## config.mk

```make
export PLATFORM = sky130hd
export DESIGN_NAME = multi_channel_pulse_generator
export DESIGN_NICKNAME = d
export VERILOG_FILES = /design/src/rtl/multi_channel_pulse_generator.sv
export SDC_FILE = /design/constraint.sdc
export NUM_CORES = 1
export LEC_CHECK = 0
export ABC_AREA = 1
export ABC_CLOCK_PERIOD_IN_PS = 2000
export CAP_MARGIN = 20
export CORE_ASPECT_RATIO = 1.4
export CORE_MARGIN = 4
export CORE_UTILIZATION = 25
export CTS_BUF_LIST = sky130_fd_sc_hd__clkbuf_4
export DETAILED_ROUTE_END_ITERATION = 7
export GPL_TIMING_DRIVEN = 0
export PLACE_DENSITY_LB_ADDON = 0.08
export SETUP_SLACK_MARGIN = 0.4
export SYNTH_ARGS = -nofsm -noshare
export SYNTH_HDL_FRONTEND = slang
export SYNTH_SLANG_ARGS = --single-unit
```

## constraint.sdc

```tcl
create_clock -name clk -period 2 [get_ports clk]
set_clock_uncertainty 0.1 [all_clocks]
set_input_delay 0.6 -clock clk [delete_from_list [all_inputs] [get_ports clk]]
set_output_delay 0.6 -clock clk [all_outputs]
set_load 0.01 [all_outputs]
```

## src/rtl/multi_channel_pulse_generator.sv

```systemverilog
// Multi-channel edge-to-pulse converter: per-channel synchroniser, selectable
// edge detection and a programmable-length registered pulse with overrun flag.
module multi_channel_pulse_generator #(
    parameter int N_CH        = 4,
    parameter int CNT_W       = 8,
    parameter int SYNC_STAGES = 2,
    parameter int RETRIG      = 0
) (
    input  logic             clk,
    input  logic             reset_x,
    input  logic             clk_enable,
    input  logic [N_CH-1:0]  trig_in,
    input  logic [1:0]       mode,
    input  logic [CNT_W-1:0] pulse_len,
    input  logic             clr_ovf,
    output logic             ce_out,
    output logic [N_CH-1:0]  pulse_out,
    output logic [N_CH-1:0]  busy,
    output logic [N_CH-1:0]  ovf
);

    typedef enum logic {
        ST_IDLE,
        ST_PULSE
    } state_t;

    logic [N_CH-1:0]  sync_s;
    logic [N_CH-1:0]  prev_q;
    logic [N_CH-1:0]  rise;
    logic [N_CH-1:0]  fall;
    logic [N_CH-1:0]  edge_det;
    logic [CNT_W-1:0] len_eff;

    if (SYNC_STAGES > 0) begin : g_sync
        logic [N_CH-1:0] sync_q [SYNC_STAGES];

        always_ff @(posedge clk or posedge reset_x) begin
            if (reset_x) begin
                for (int k = 0; k < SYNC_STAGES; k++) begin
                    sync_q[k] <= '0;
                end
            end else if (clk_enable) begin
                sync_q[0] <= trig_in;
                for (int k = 1; k < SYNC_STAGES; k++) begin
                    sync_q[k] <= sync_q[k-1];
                end
            end
        end

        assign sync_s = sync_q[SYNC_STAGES-1];
    end else begin : g_nosync
        assign sync_s = trig_in;
    end

    // prev starts at 0 so a line already high at reset release counts as a rise
    always_ff @(posedge clk or posedge reset_x) begin
        if (reset_x) begin
            prev_q <= '0;
        end else if (clk_enable) begin
            prev_q <= sync_s;
        end
    end

    assign rise = sync_s & ~prev_q;
    assign fall = ~sync_s & prev_q;

    always_comb begin
        edge_det = '0;
        case (mode)
            2'b00:   edge_det = rise;
            2'b01:   edge_det = fall;
            2'b10:   edge_det = rise | fall;
            default: edge_det = '0;
        endcase
    end

    assign len_eff = (pulse_len == '0) ? CNT_W'(1) : pulse_len;

    for (genvar i = 0; i < N_CH; i++) begin : g_ch
        state_t           state_q;
        state_t           state_d;
        logic [CNT_W-1:0] cnt_q;
        logic [CNT_W-1:0] cnt_d;
        logic             ovf_q;
        logic             ovf_d;
        logic             pulse_bit;

        always_ff @(posedge clk or posedge reset_x) begin
            if (reset_x) begin
                state_q <= ST_IDLE;
                cnt_q   <= '0;
                ovf_q   <= 1'b0;
            end else if (clk_enable) begin
                state_q <= state_d;
                cnt_q   <= cnt_d;
                ovf_q   <= ovf_d;
            end
        end

        // an overrun in the same cycle as clr_ovf leaves the flag set
        always_comb begin
            state_d = state_q;
            cnt_d   = cnt_q;
            ovf_d   = ovf_q & ~clr_ovf;
            case (state_q)
                ST_IDLE: begin
                    if (edge_det[i]) begin
                        state_d = ST_PULSE;
                        cnt_d   = len_eff;
                    end
                end
                ST_PULSE: begin
                    if (edge_det[i] && (RETRIG != 0)) begin
                        cnt_d = len_eff;
                    end else begin
                        if (edge_det[i]) begin
                            ovf_d = 1'b1;
                        end
                        if (cnt_q <= CNT_W'(1)) begin
                            state_d = ST_IDLE;
                            cnt_d   = '0;
                        end else begin
                            cnt_d = cnt_q - CNT_W'(1);
                        end
                    end
                end
                default: begin
                    state_d = ST_IDLE;
                    cnt_d   = '0;
                end
            endcase
        end

        always_comb begin
            pulse_bit = (state_q == ST_PULSE);
        end

        assign pulse_out[i] = pulse_bit;
        assign ovf[i]       = ovf_q;
    end

    assign busy   = pulse_out;
    assign ce_out = clk_enable;

endmodule
```

Yosys cells after proc, flatten, opt, wreduce, memory -nomap -nowiden

Index checks and enable logic that the tools add are counted.
Widths: inputs -> output; s select.

Flip-flop bits (word level): 52
Bits in latches: 0
Bits in writable memories: 0
ROM bits: 0
Memories: 0

Add/subtract/negate cells: 4
$mul: 0
Div/mod/pow operators: 0
Order comparisons: 4
Eq/ne operators: 6
Shift operators: 0
Muxes and demuxes: 34
Bitwise logic cells: 14
Reductions and logical operators: 6

Operator list:

| cell                | count |
|---|---|
| $mux 8              | 9 |
| $pmux 8 s2          | 4 |
| $le 8x1->1 const B  | 4 |
| $sub 8x1->8 const B | 4 |
| $mux 1              | 16 |
| $pmux 4 s3          | 1 |
| $and 4x4->4         | 2 |
| $logic_not 8->1     | 1 |
| $ne 2x2->1 const B  | 4 |
| $not 4->4           | 2 |
| $pmux 1 s2          | 4 |
| $reduce_and 2->1    | 4 |
| $not 1->1           | 5 |
| $and 1x1->1         | 4 |
| $or 4x4->4          | 1 |
| $eq 2x1->1 const B  | 1 |
| $eq 2x2->1 const B  | 1 |
| $logic_not 2->1     | 1 |

Logic depth before layout (Yosys ltp)

Depth after elaboration: 6
Mapped depth: 11
Depth with buffers taken out: 11

Worst setup path before layout

Ideal clock, no wire load.

Path kind: in2reg
From: in clk_enable
To: reg g_sync.sync_q[4] (netlist bit)
Setup time: 0.125 ns
Arrival: 1.336 ns
Required time: 1.775 ns
Slack: 0.439 ns
Stages on the path: 3
Cell sequence: buf_2 -> buf_2 -> mux2_2

RTL lines:

| what                           | line | text |
|---|---|---|
| start: declaration             | 11   | `input logic clk_enable,` |
| end signal: indexed assignment | 45   | `sync_q[k] <= sync_q[k-1];` |
| end: declaration               | 35   | `logic [N_CH-1:0] sync_q [SYNC_STAGES];` |

No word-level cell between the ends.

Worst setup path in the final report

From: reg g_ch[3].state_q
To: out pulse_out[3]

RTL lines:

| what                     | line | text |
|---|---|---|
| start: declaration       | 80   | `state_t state_q;` |
| start signal: assignment | 94   | `state_q <= state_d;` |
| end: declaration         | 17   | `output logic [N_CH-1:0] pulse_out,` |

No word-level cell between the ends.

==> summary.md <==
| Metric | Value |
|---|---|
| Status | `complete, no violations` |
| Initial antenna violation count | `1` |
| Async S/R FF share, synth | `between 90% and 100%` |
| R2R setup slack | `between 300 and 400 ps` |
| Fin area | `approximately 4800 µm²` |
| Hold Buf Count CTS | `0` |
| DRC | `0` |
| CP startpoint kind | `flip-flop` |
| Worst Hold Depth | `2` |
| Worst slew pin tran | `458 ps` |
| Gpl congestion | `a little under 0.8` |
| Starting Density | `about a quarter` |
| Syn Nets | `roughly 540` |
| CTS clk-pin slew, worst paths | `roughly 180 ps` |
| Cell family with most CP delay | `flip-flops` |
| Unique masters post-synth | `30` |
| Worst skew pair latency | `around 400 ps` |
| Net Switching | `3110 µW` |
| Routed WL | `roughly 10000 µm` |
| Gr usage total | `between 10% and 20%` |
| R2R cell count | `9` |
| Flop pwr share | `between 20% and 30%` |
| Most frequent CP cell | `buf_6` |
| Number of global-route vias before repair | `3231` |
| Die Area | `~16000 µm²` |
| Worst setup path end | `pulse_out[3]` |
| Most common cell in the netlist | `nand2_1` |
| Slew headroom | `approximately 70%` |
| Kind of critical path | `flip-flop to primary output` |
| Slowest stage delay, CP | `about 440 ps` |
| Final setup vio count | `0` |
| Grt ovf | `0` |
| FF-to-FF Start | `sync_s[3]$_DFFE_PP0P_` |
| Sw Share | `between 40 and 50%` |
| CP Buf/Inv Count | `3` |
| Setup ws final | `roughly 120 ps` |
| Final Cycle Share | `a little over nine tenths` |
| Die width | `around 110 µm` |
| TritonCTS clock tree | `done` |
| Post-Place Setup Slack | `-508 ps` |
| Slowest-stage cell, CP | `dfrtp_1` |
| Crit-path cells | `buf_6, buf_6, buf_6` |
| Worst EP arrival | `around 1200 ps` |
| Sequential cell area fraction in the yosys report | `37.2%` |
| Inserted Clock Buffers | `5` |
| CP max FO | `3` |
| Power Dens Cells | `about 1400 nW/µm²` |
| Clk buf depth | `2` |
| Unrepaired setup endpoints after global routing | `yes` |
| Syn Inst Count | `between 500 and 600` |
| Area of the multi-input gates | `around 2100 µm²` |
| Vias per cell | `approximately 4.4` |
| DRT Pass-1 Iters | `4` |
| Dominant cell type by area after synthesis | `dfrtp_1` |
| Layout area overhead | `38.3%` |
| Syn Area/Cell | `a little under 7 µm²` |
| Synth cell count leaders | `nand2_1 (229), dfrtp_1 (52), inv_1 (46)` |
| Share of the synthesized area in the top cell type | `a little under two fifths` |
| Post-layout min period | `about 1900 ps` |
| DPL Wire Length | `~7000 µm` |
| CTS sink cnt | `between 50 and 60` |
| Leak Pwr | `0.00247 µW` |
| Top FF cell, synth | `dfrtp_1` |
| Total power | `between 6000 and 7000 µW` |
| P_int | `around 3700 µW` |
| Maximum clock frequency | `about 530 MHz` |
| Worst path required time | `between 1000 and 1500 ps` |
| First-pass GRT wire length | `16400 µm` |
| CP Capture Type | `primary output` |
| FF+latch count, synth | `52` |
| IO buf count | `30` |
| Comb power frac | `between 60 and 70%` |
| Endpoints failing hold | `0` |
| DR iter-0 viols | `161` |
| Row count | `50` |
| Clock Tree Root | `clkbuf_4` |
| Largest net degree at the start of global routing | `37` |
| Slew Limit Fails | `0` |
| Chip height | `roughly 150 µm` |
| WL/cell | `about 13 µm` |
| Syn. warnings | `0` |
| IO Count | `31` |
| H-tree Lvls | `2` |
| Fillers | `roughly 1500` |
| Placed cell areas | `between 4000 and 5000 µm²` |
| Core Area | `~14000 µm²` |
| Clock network power share | `around a tenth` |
| Register area | `1310 µm²` |
| VDD IR max | `roughly 0.00041 V` |
| FF-to-FF End | `g_ch[3].cnt_q[3]$_DFFE_PP0P_` |
| Vias | `3322` |
| Max_cap viols | `0` |
| Mapped Area | `around 3500 µm²` |
| Worst Hold Class | `flip-flop to flip-flop` |
| Synth area leaders | `dfrtp_1 (37%), nand2_1 (25%), ha_1 (5.7%), inv_1 (4.9%), nor2_1 (3.8%)` |
| Worst setup path startpoint | `g_ch[3].pulse_bit$_DFFE_PP0P_` |
| Share of layout cells above drive strength 1 | `around 30%` |
| Post-synth EDFFs | `0` |
| Final Net Count | `slightly above 600` |
| Worst path depth | `3` |
| Final Util | `35.8%` |
| Routed Antenna Nets | `0` |
## stage by stage
step,TNS (ps),hold slack [ps],std cells
final,0,398,763
after CTS,0,401,752
after global routing,0,427,763
after global placement,-22090,365,715
after floorplan,0,346,503
after detailed placement,-13900,363,716
## layout by cell type, fill, tap and decap left out, types with 6 or more instances in the layout
cell             instances
buf_4                   25
buf_6                   41
clkbuf_4                 6
clkdlybuf4s50_1          7
dfrtp_1                 49
dlygate4sd2_1            7
ha_1                     7
ha_4                     6
inv_1                   38
inv_2                    8
nand2_1                205
nand2_2                 22
nand2_4                 11
nand3_1                 17
nand4_1                  7
nor2_1                  27
nor2_2                   8
nor2_4                   8
o21ai_0                 20
## worst min-delay path by stage
stage / startpoint / end
detailed placement: g_sync.sync_q[5]$_DFFE_PP0P_ / sync_s[1]$_DFFE_PP0P_
finish: g_sync.sync_q[5]$_DFFE_PP0P_ / sync_s[1]$_DFFE_PP0P_
global placement: g_sync.sync_q[5]$_DFFE_PP0P_ / sync_s[1]$_DFFE_PP0P_
global route: reset_x / g_ch[2].cnt_q[4]$_DFFE_PP0P_
CTS: g_sync.sync_q[5]$_DFFE_PP0P_ / sync_s[1]$_DFFE_PP0P_
floorplan: g_sync.sync_q[5]$_DFFE_PP0P_ / sync_s[1]$_DFFE_PP0P_
## power by group through the flow
stage,sequential (µW),clock (µW),combinational (µW)
2_1_floorplan,1770,0,2370
3_3_place_gp,1890,0,3100
3_5_place_dp,1890,0,3110
4_1_cts,1840,698,3770
5_1_grt,1920,738,4830
6_report,1860,658,4270
## registers in the layout, indices dropped and copies added, names as in the netlist
name,flops
g_ch.ovf_q,4
prev_q,4
g_ch.pulse_bit,4
sync_s,4
g_ch.cnt_q,32
g_sync.sync_q,4
## logic make-up after synthesis
| kind of cell | after synthesis | share of synthesized area [%] |
|---|---|---|
| xor+xnor | 7 | 1.76 |
| flops | 52 | 37.2 |
| buf+inv | 72 | 9.85 |
| mux | 4 | 1.29 |
| fa+ha+maj | 16 | 5.73 |
| compound gates | 39 | 6.95 |
| simple gates | 313 | 37.2 |
## per-layer routing
metal / up-vias / GRT usage [%] / part of all wire, %
met4: 0 / 3.85 / 1.7
met5: - / 0 / 0
met1: 1554 / 16.0 / 44
met3: 10 / 1.97 / 2.9
met2: 56 / 23.3 / 51
li1: 1702 / - / -
## cell type report
class	instances	area share (%)
Inverter	53	4.38
Clock buffer	6	0.932
Clock inverter	2	0.725
Multi-Input combinational cell	379	44.3
Antenna cell	1	0.0518
Timing Repair Buffer	69	14.0
Buffer	19	3.94
Tap cell	182	4.71
Sequential cell	52	27.0
## worst min-delay path, delay by kind of cell, from the launching register on
kind | cells | cell delay (ps)
simple gates | 1 | 50
flops | 1 | 370
compound gates | 1 | 60
## repair_timing
action / 4_1_cts / 5_1_grt
setup endpoints to repair: 63 / 57
setup buffers: 26 / 10
resized for setup: 126 / 76
cloned: 2 / 0
pin swaps: 15 / 31
No activity file was read; power rests on OpenSTA's default activity.
